$ cat config.mk
export PLATFORM = sky130hd
export DESIGN_NAME = alu_pipe
export DESIGN_NICKNAME = d
export VERILOG_FILES = /design/src/rtl/alu_pipe.sv
export SDC_FILE = /design/constraint.sdc
export NUM_CORES = 1
export LEC_CHECK = 0
export CAP_MARGIN = 10
export CORE_MARGIN = 2
export CORE_UTILIZATION = 30
export DETAILED_ROUTE_END_ITERATION = 10
export GPL_ROUTABILITY_DRIVEN = 0
export PLACE_DENSITY = 0.51
export SLEW_MARGIN = 20
export SYNTH_ARGS = -nofsm -noshare
export SYNTH_HDL_FRONTEND = slang
export SYNTH_SLANG_ARGS = --single-unit
$ cat constraint.sdc
create_clock -name clk -period 3.7 [get_ports clk]
set_input_delay 0.555 -clock clk [delete_from_list [all_inputs] [get_ports clk]]
set_output_delay 0.555 -clock clk [all_outputs]
set_load 0.01 [all_outputs]
$ cat src/rtl/alu_pipe.sv
// Pipelined 74181-style ALU: logic/arithmetic result computed at the input,
// then carried through LAT valid-tagged register stages with a global stall.
module alu_pipe #(
    parameter int unsigned N   = 32,
    parameter int unsigned LAT = 2
) (
    input  logic         clk,
    input  logic         reset,
    input  logic         in_valid,
    output logic         in_ready,
    input  logic [N-1:0] a,
    input  logic [N-1:0] b,
    input  logic         cin,
    input  logic         m,
    input  logic [3:0]   s,
    output logic [N-1:0] out,
    output logic         cout,
    output logic         overflow,
    output logic         out_valid,
    input  logic         out_ready,
    output logic         ovf_sticky,
    input  logic         clr_sticky
);

    logic [N-1:0] x_c;
    logic [N-1:0] y_c;
    logic [N-1:0] lres_c;
    logic [N:0]   sum_c;
    logic [N-1:0] res_d;
    logic         cy_d;
    logic         ov_d;

    logic [N-1:0] res_q [LAT];
    logic [LAT-1:0] vld_q;
    logic [LAT-1:0] cy_q;
    logic [LAT-1:0] ov_q;

    logic stall;
    logic sticky_q;
    logic sticky_d;

    always_comb begin
        lres_c = '0;
        case (s)
            4'd0:  lres_c = ~a;
            4'd1:  lres_c = ~(a & b);
            4'd2:  lres_c = ~a | b;
            4'd3:  lres_c = '1;
            4'd4:  lres_c = ~(a | b);
            4'd5:  lres_c = ~b;
            4'd6:  lres_c = ~(a ^ b);
            4'd7:  lres_c = a | ~b;
            4'd8:  lres_c = ~a & b;
            4'd9:  lres_c = a ^ b;
            4'd10: lres_c = b;
            4'd11: lres_c = a | b;
            4'd12: lres_c = '0;
            4'd13: lres_c = a & ~b;
            4'd14: lres_c = a & b;
            4'd15: lres_c = a;
            default: lres_c = '0;
        endcase
    end

    // Arithmetic operand pairs; the sum is formed N+1 bits wide so cout is exact.
    always_comb begin
        x_c = '0;
        y_c = '0;
        case (s)
            4'd0:  begin x_c = a;        y_c = '1;       end
            4'd1:  begin x_c = a & b;    y_c = '1;       end
            4'd2:  begin x_c = a & ~b;   y_c = '1;       end
            4'd3:  begin x_c = '1;       y_c = '0;       end
            4'd4:  begin x_c = a;        y_c = a | ~b;   end
            4'd5:  begin x_c = a & b;    y_c = a | ~b;   end
            4'd6:  begin x_c = a;        y_c = ~b;       end
            4'd7:  begin x_c = a | ~b;   y_c = '0;       end
            4'd8:  begin x_c = a;        y_c = a | b;    end
            4'd9:  begin x_c = a;        y_c = b;        end
            4'd10: begin x_c = a & ~b;   y_c = a | b;    end
            4'd11: begin x_c = a | b;    y_c = '0;       end
            4'd12: begin x_c = a;        y_c = a;        end
            4'd13: begin x_c = a & b;    y_c = a;        end
            4'd14: begin x_c = a & ~b;   y_c = a;        end
            4'd15: begin x_c = a;        y_c = '0;       end
            default: begin x_c = '0;     y_c = '0;       end
        endcase
        sum_c = {1'b0, x_c} + {1'b0, y_c} + {{N{1'b0}}, cin};
    end

    always_comb begin
        res_d = lres_c;
        cy_d  = 1'b0;
        ov_d  = 1'b0;
        if (m) begin
            res_d = sum_c[N-1:0];
            cy_d  = sum_c[N];
            ov_d  = (x_c[N-1] == y_c[N-1]) && (sum_c[N-1] != x_c[N-1]);
        end
    end

    assign stall    = vld_q[LAT-1] && !out_ready;
    assign in_ready = !stall;

    // A stall freezes every stage, so bubbles stay in place until the output drains.
    always_ff @(posedge clk) begin
        if (reset) begin
            vld_q <= '0;
            cy_q  <= '0;
            ov_q  <= '0;
            for (int unsigned i = 0; i < LAT; i++) begin
                res_q[i] <= '0;
            end
        end else if (!stall) begin
            vld_q[0] <= in_valid;
            if (in_valid) begin
                res_q[0] <= res_d;
                cy_q[0]  <= cy_d;
                ov_q[0]  <= ov_d;
            end
            for (int unsigned i = 1; i < LAT; i++) begin
                vld_q[i] <= vld_q[i-1];
                res_q[i] <= res_q[i-1];
                cy_q[i]  <= cy_q[i-1];
                ov_q[i]  <= ov_q[i-1];
            end
        end
    end

    assign out       = res_q[LAT-1];
    assign cout      = cy_q[LAT-1];
    assign overflow  = ov_q[LAT-1];
    assign out_valid = vld_q[LAT-1];

    always_comb begin
        sticky_d = sticky_q;
        if (clr_sticky) begin
            sticky_d = 1'b0;
        end
        if (out_valid && out_ready && overflow) begin
            sticky_d = 1'b1;
        end
    end

    always_ff @(posedge clk) begin
        if (reset) begin
            sticky_q <= 1'b0;
        end else begin
            sticky_q <= sticky_d;
        end
    end

    assign ovf_sticky = sticky_q;

endmodule

# After elaboration in Yosys (flattened, before gate mapping)
# Memories as Yosys holds them, arrays and structs flattened.
# Index checks and enable logic that the tools add are counted.
word_totals:
  reg_bits: 7
  ramBits: 64
  in_bits: 75
  output_inout_bits: 37
  word_cells: 77
  memories: 1
memory_table:
  columns: ["name", "words", "width", "rd", "rd_ports_with_merged_regs", "wr", "line", "text"]
  rows:
  - ["res_q", 2, 32, 2, 0, 2, "33", "logic [N-1:0] res_q [LAT];"]
classes:
  add_sub_neg: 2
  eq_ne: 17
  muxes: 19
  bitwise_logic: 15
  reduce_logical: 17
op_table:
  columns: ["cell", "count"]
  rows:
  - ["$pmux 32 s16", 1]
  - ["$pmux 32 s7", 1]
  - ["$pmux 32 s6", 1]
  - ["$not 32->32", 5]
  - ["$and 32x32->32", 3]
  - ["$mux 32", 3]
  - ["$or 32x32->32", 3]
  - ["$add 32x32->33", 1]
  - ["$add 33x1->33", 1]
  - ["$eq 4x4->1 const B", 8]
  - ["$xor 32x32->32", 1]
  - ["$eq 4x3->1 const B", 4]
  - ["$mux 1", 13]
  - ["$reduce_or 3->1", 4]
  - ["$eq 4x2->1 const B", 2]
  - ["$reduce_or 7->1", 1]
  - ["$eq 4x1->1 const B", 1]
  - ["$logic_and 1x1->1", 4]
  - ["$logic_not 4->1", 1]
  - ["$reduce_or 2->1", 2]
  - ["$reduce_or 4->1", 1]
  - ["$logic_not 1->1", 2]
  - ["$or 1x1->1", 2]
  - ["$reduce_and 2->1", 1]
  - ["4 further kinds", 4]

# Depth between registers and ports, before layout
# Gate-level depths: netlist of run 1.
depth:
  word_depth: 8
  ltp_mapped: 18
  ltp_nobuf: 15

# Worst setup path after synthesis of run 1
# OpenSTA, ideal clock, no wires.
synth_path:
  path_kind: "input to register"
  start: "input s[2]"
  end: "memory res_q[0][12] (data pin)"
  setup_ns: 0.270
  t_arrival_ns: 3.697
  required_ns: 3.430
  path_slack_ns: -0.267
  path_stages: 17
  n_path_buf: 3
  cell_sequence: "buf_4 buf_6 and2b_1 nor2_1 clkbuf_1 a22oi_1 nand2_1 a21oi_1 fa_1 fa_1 nand2b_1 a21oi_2 o21ai_1 o21a_1 o21ai_0 xnor2_1 a21oi_1"
synth_lines:
  columns: ["item", "line", "text"]
  rows:
  - ["start, declared", "15", "input logic [3:0] s,"]
  - ["end, declared", "33", null]

==> reports/metrics.cfg, run 1 <==
[sta]
timing.final.ws_setup_ns = 0.0616
fmax_ghz = 0.275
setup_violations = 0
hold_viol_final = 0
fin_tns_setup_ns = 0
finalClockSkew_ns = 0.00742
slew_viol_final = 0
holdWs_ns = 0.453
worst_pin_slew_ns = 0.881
period_needed_ns = 3.64
maxSlewHeadroom_pct = 41.0
finalCritPeriodShare_pct = 98.3

[power_and_ir_drop]
p_clk_share_pct = 15.9
p_leak_nw = 7.52
power_frac_seq_pct = 22.7
comb_power_share_pct = 61.5
p_switching_mw = 1.81
power_mw = 4.52
ir_worst_vdd_v = 0.000223
powerDensity_nw_per_um2 = 271
switching_share_pct = 40.1
p_int_mw = 2.71

[run_status]
status = completed

[worst_setup_path]
cp.arrival_ns = 3.67
cp-endpoint = res_q[0][26]
cp_data_required_time_ns = 3.73
cp_slowest_cell = clkdlybuf4s50_1
end_kind = flip-flop
cp_num_cells = 15
path_cells = clkdlybuf4s50_1 -> ha_1 -> a21oi_1 -> o21ai_1 -> nand3_1 -> ha_1 -> a21oi_2 -> buf_4 -> nor2_1 -> nor3_1 -> buf_4 -> nand3_1 -> a21oi_1 -> xor2_1 -> o22ai_1
reg2reg_slack_ns = 1.67
max_stage_delay_ns = 0.53
path_delay_family = buffers and inverters
setup.worst_path.start = b[11]
ff2ff_path_depth = 7
cp_max_fo = 5
r2r-end = res_q[0][28]
worstSetupStartpointType = primary input
cp_num_buf_inv = 3
r2r_start = vld_q[1]
crit_type = primary input to flip-flop

[clocking]
cts_buffers = 9
cts.clk_slew.worst_paths_ns = 0.05
clock_latency_ns = 0.32
cts-htree-levels = 3
cts_tree = done
clock-sinks = 71
cts_root_buf = clkbuf_16
cts_buffer_depth = 2

[place]
placedInstanceArea_um2 = 16200
place_ws_ns = -0.410
port_buffers = 111
dp_cells = 2510
dp_hpwl_mm = 43.4

[layout]
finalNetCount = 2232
final_util_pct = 41.8
layout_commonest_cell = buf_4
stdcell_count = 2524
antenna_cells = 0
layout_common_cells = buf_4 (376), a21oi_1 (164), nand2_1 (159)
postLayoutCellArea_um2 = 16700
area_growth_pct = 36.7
drive_above_1_share_pct = 24.3

[floorplan]
die-area_um2 = 42300
die_x_um = 206
std_cell_rows = 73
core_area_um2 = 39900
start_util_pct = 30.6
io_pins = 112
die-height_um = 206

[logic_synthesis]
avgSynthCellArea_um2 = 7.48
synth_seq_cells = 71
synth-simple-area-share_pct = 20.0
postSynth.asyncResetShare_pct = 0
synthFlopType = edfxtp_1
ys_seq_area_share_pct = 16.9
ys_types = 84
yosysWarnings = 0
synth_top_family_by_area = compound AO/OA/AOI/OAI gates
netlist_instances = 1632
synth_compound_area_share_pct = 31.8
synthMuxAreaShare_pct = 3.61
synth-edff-count = 64
synth-xor-area-share_pct = 1.44
postSynthNetCount = 1868
synth_area_um2 = 12200
synth-adder-area-share_pct = 16.6

[global_route]
grt_pass1_wl_mm = 82.0
antenna_found_initial = 1
grt_max_degree = 49
overflow = 0
grt.total_usage_pct = 25.5
grt_pass1_vias = 13610

[route]
drc = 0
initialDrtViolationCount = 1817
final_antenna_net_count = 0
vias_per_cell = 5.78
dr.pass1.iters = 6
routed_wl_mm = 55.4
wl_per_cell_um = 22.0
num_vias = 14584

[worst_hold_path]
hold_path.class = flip-flop to flip-flop
whs_path_depth = 2
worstHoldStart = vld_q[0]

[run]
cap_violations = 0

==> worst min-delay path by stage <==
stage | slack [ns] | endpoint
6_report | 0.45 | vld_q[0]
5_1_grt | 0.48 | vld_q[0]
3_5_place_dp | 0.45 | vld_q[0]
4_1_cts | 0.46 | vld_q[0]
3_3_place_gp | 0.44 | cy_q[1]
2_1_floorplan | 0.44 | ov_q[1]
==> power groups by stage <==
stage               logic (mW)  clock network, mW  registers, mW
floorplan                 1.46                  0           1.03
global placement          2.63                  0           1.04
detailed placement        2.65                  0           1.04
CTS                       2.66              0.738           1.03
global route              2.99              0.764           1.04
finish                    2.78              0.718           1.03
==> state kept, by name, indices dropped and copies added (netlist names) <==
register	count
vld_q	2
res_q	64
cy_q	2
ov_q	2
ovf_sticky	1
==> synthesized netlist by cell type, types with 5 or more instances <==
cell	count	area, µm²
a211o_1	5	43.8
a211oi_1	5	37.5
a21o_1	15	113
a21oi_1	168	841
a21oi_2	5	43.8
a221o_1	13	130
a221oi_1	21	184
a22o_1	5	43.8
a22oi_1	63	473
a31oi_1	8	50.1
a32oi_1	7	61.3
and2_1	40	250
and3_1	7	43.8
buf_2	44	220
buf_4	49	368
buf_6	8	90.1
clkbuf_1	44	165
dfxtp_1	7	140
edfxtp_1	64	1920
ha_1	159	1990
inv_1	80	300
mux2_2	5	56.3
mux2i_1	35	350
nand2_1	162	608
nand2b_1	18	113
nand3_1	52	260
nand4_1	14	87.6
nor2_1	158	593
nor2b_1	5	31.3
nor3_1	28	140
nor4_1	6	37.5
o2111ai_1	39	342
o211ai_1	15	113
o21a_1	10	75.1
o21ai_0	85	425
o21ai_1	34	170
o21bai_1	5	37.5
o221ai_1	9	78.8
o22ai_1	28	175
o31ai_1	6	45.0
or3_1	8	50.1
xnor2_1	8	70.1
xor2_1	12	105
==> area by class of cell <==
cell class / count / area [µm²]
clock buffer: 10 / 229
timing repair buffer: 502 / 4200
inverter: 83 / 312
sequential: 71 / 2060
clock inverter: 4 / 15.0
multi-input combinational: 1329 / 9210
tap: 525 / 657
fill: 4051 / 23200
==> metal layers <==
layer,vias up,global-route usage (%),part of all wire (%)
met4,2,10.1,4.6
met1,6773,35.7,43
met2,903,38.9,42
met5,-,0,0.023
li1,6729,-,-
met3,177,4.09,10
==> cells by family after synthesis <==
logic type / after synthesis
DFF: 71
AOI/OAI and AO/OA: 584
and+or+nand+nor: 522
adders and majority gates: 161
xor gates and xnor gates: 20
buffers and inverters: 232
muxes: 42
==> worst min-delay path: stages (launching register included) <==
cell and delay, ns:
dfxtp_1 0.30, nand2_1 0.05, a21oi_1 0.05
==> what timing repair did <==
item / in CTS / in global routing
gates resized for setup: 6 / 60
pin swaps: 4 / 13
buffers inserted: 0 / 0
setup endpoints to repair: 3 / 24
hold buffers: 0 / 0
(Power assumes the default switching activity.)
==> run 2: changes to the inputs <==
CAP_MARGIN = 20   (was 10)
DONT_BUFFER_PORTS = 1   (was not set)
PLACE_DENSITY = 0.47   (was 0.51)
==> run 2 against run 1 <==
Critical path depth up 1; cell count is 14% lower; routed wire length down 1.5%; worst setup slack gained 0.21 ns; sequential power about the same; via count is 9.2% lower; maximum frequency is 6.2% higher; clock skew up 0.0022 ns; clock-buffer cell count rose by 1; core utilization down 7.9 points; register-to-register slack got worse by 0.18 ns; flip-flop and latch count did not move; largest power group unchanged.
==> reports/metrics.cfg, run 2 (synthesized netlist as in run 1, its figures left out) <==
[worst_hold_path]
hold_path.class = primary input to flip-flop
worstHoldStart = reset

[sta]
hold_viol_final = 0
rsz0062_at_grt = no
worst_pin_slew_ns = 1.13
finalClockSkew_ns = 0.00966
fmax_ghz = 0.292
finalCritPeriodShare_pct = 92.6
setup_violations = 0
slew_viol_final = 0
period_needed_ns = 3.43
fin_tns_setup_ns = 0
maxSlewHeadroom_pct = 24.3
holdWs_ns = 0.296

[route]
vias_per_cell = 6.10
num_vias = 13241
highest_layer = met5
initialDrtViolationCount = 1788
drc = 0
dr.pass1.iters = 7
final_antenna_net_count = 0
wl_per_cell_um = 25.2
wl_met1_mm = 23.5
met2_wirelength_mm = 22.9
wl_met3_mm = 6.03
routed_wl_mm = 54.6

[floorplan]
die_x_um = 206
io_pins = 112
start_util_pct = 30.6
core_area_um2 = 39900
die-area_um2 = 42300
std_cell_rows = 73
die-height_um = 206

[run_status]
status = completed

[clocking]
cts-htree-levels = 3
cts_root_buf = clkbuf_16
cts_setup_buffers = 0
clock-sinks = 71
cts_buffer_depth = 2
postCtsHoldBufs = 0
cts_resized = 0
cts.clk_slew.worst_paths_ns = 0.05
clock_latency_ns = 0.33
cts_buffers = 9
cts_tree = done

[worst_setup_path]
cp_data_required_time_ns = 3.85
r2r_start = vld_q[1]
cp_max_fo = 84
crit_type = primary input to flip-flop
setup.worst_path.start = s[3]
worstSetupStartpointType = primary input
cp.arrival_ns = 3.57
end_kind = flip-flop

[power_and_ir_drop]
p_int_mw = 2.43
comb_power_share_pct = 53.2
powerDensity_nw_per_um2 = 297
p_switching_mw = 1.58
p_clk_share_pct = 20.4
ir_worst_vdd_v = 0.000202
switching_share_pct = 39.4
p_leak_nw = 5.82
power_mw = 4.01
power_frac_seq_pct = 26.4

[global_route]
grt_pass1_wl_mm = 80.4
grt_pass1_vias = 12454
overflow = 0
grt.total_usage_pct = 25.2
grt_max_degree = 154
antenna_found_initial = 2

[layout]
top_register = res_q
drive_above_1_share_pct = 12.7
layout_common_cells = a21oi_1 (167), nand2_1 (161), ha_1 (159)
finalNetCount = 1875
antenna_cells = 0
postLayoutCellArea_um2 = 13500
largest_reg_flops = 64
layout_commonest_cell = a21oi_1
area_growth_pct = 10.7

[place]
placedInstanceArea_um2 = 13200
dp_hpwl_mm = 40.6
port_buffers = 0

[run]
cap_violations = 0

[run 2: cell count changes in the layout (fill, tap and decap cells not counted), moves of 4 or more]
cell,change
o2111ai_1,+4
dlymetal6s2s_1,-7
o21ai_1,-9
o21ai_0,+10
buf_4,-238
ha_1,+5
clkdlybuf4s50_1,-99
buf_6,-6
[run 2: metal layers]
metal	up-vias	GRT usage [%]
met2	830	37.8
met1	6264	35.4
li1	6012	-
met5	-	0
met4	4	9.53
met3	131	5.02
[run 2: worst paths after layout]
| check | to | slack [ns] | depth (start not counted) |
|---|---|---|---|
| worst min register to register | vld_q[0] | 0.46 | 2 |
| worst max register to register | res_q[0][29] | 1.49 | 9 |
| worst max-delay path | res_q[0][25] | 0.27 | 16 |
| worst min-delay path | cy_q[1] | 0.30 | 1 |
[run 2: worst max-delay path, cell delays in order]
cell	delay (ns)
nor2b_1	0.15
buf_4	0.15
nand2_1	0.08
buf_4	0.16
nand2_1	0.06
o21ai_0	0.07
o2111ai_1	0.30
ha_1	0.41
buf_4	0.12
nand4_1	0.21
nor3_1	0.26
o211ai_1	0.15
nand2_1	0.18
o211ai_1	0.21
and3_1	0.24
o31ai_1	0.23
[run 2: power by group through the flow]
stage	clock, mW	combinational (mW)	sequential (mW)
5_1_grt	0.877	2.31	1.07
2_1_floorplan	0	1.46	1.03
3_5_place_dp	0	2.08	1.08
6_report	0.820	2.13	1.06
4_1_cts	0.841	2.09	1.06
3_3_place_gp	0	2.08	1.08
[run 2: cell type report]
type	instances	area, µm²
Tap cell	525	657
Clock buffer	11	233
Timing Repair Buffer	145	1180
Clock inverter	5	48.8
Fill cell	4253	26400
Inverter	83	312
Multi-Input combinational cell	1329	9020
Sequential cell	71	2060
[run 2: stage by stage]
step | worst slack [ns] | util, % | cells
final | 0.275 | 33.8 | 2169
after global routing | 0.0825 | 33.8 | 2169
after CTS | 0.345 | 33.8 | 2169
after detailed placement | 0.00892 | 33.1 | 2153
after global placement | 0.00272 | 33.1 | 2153
after floorplan | 0.0125 | - | 1632
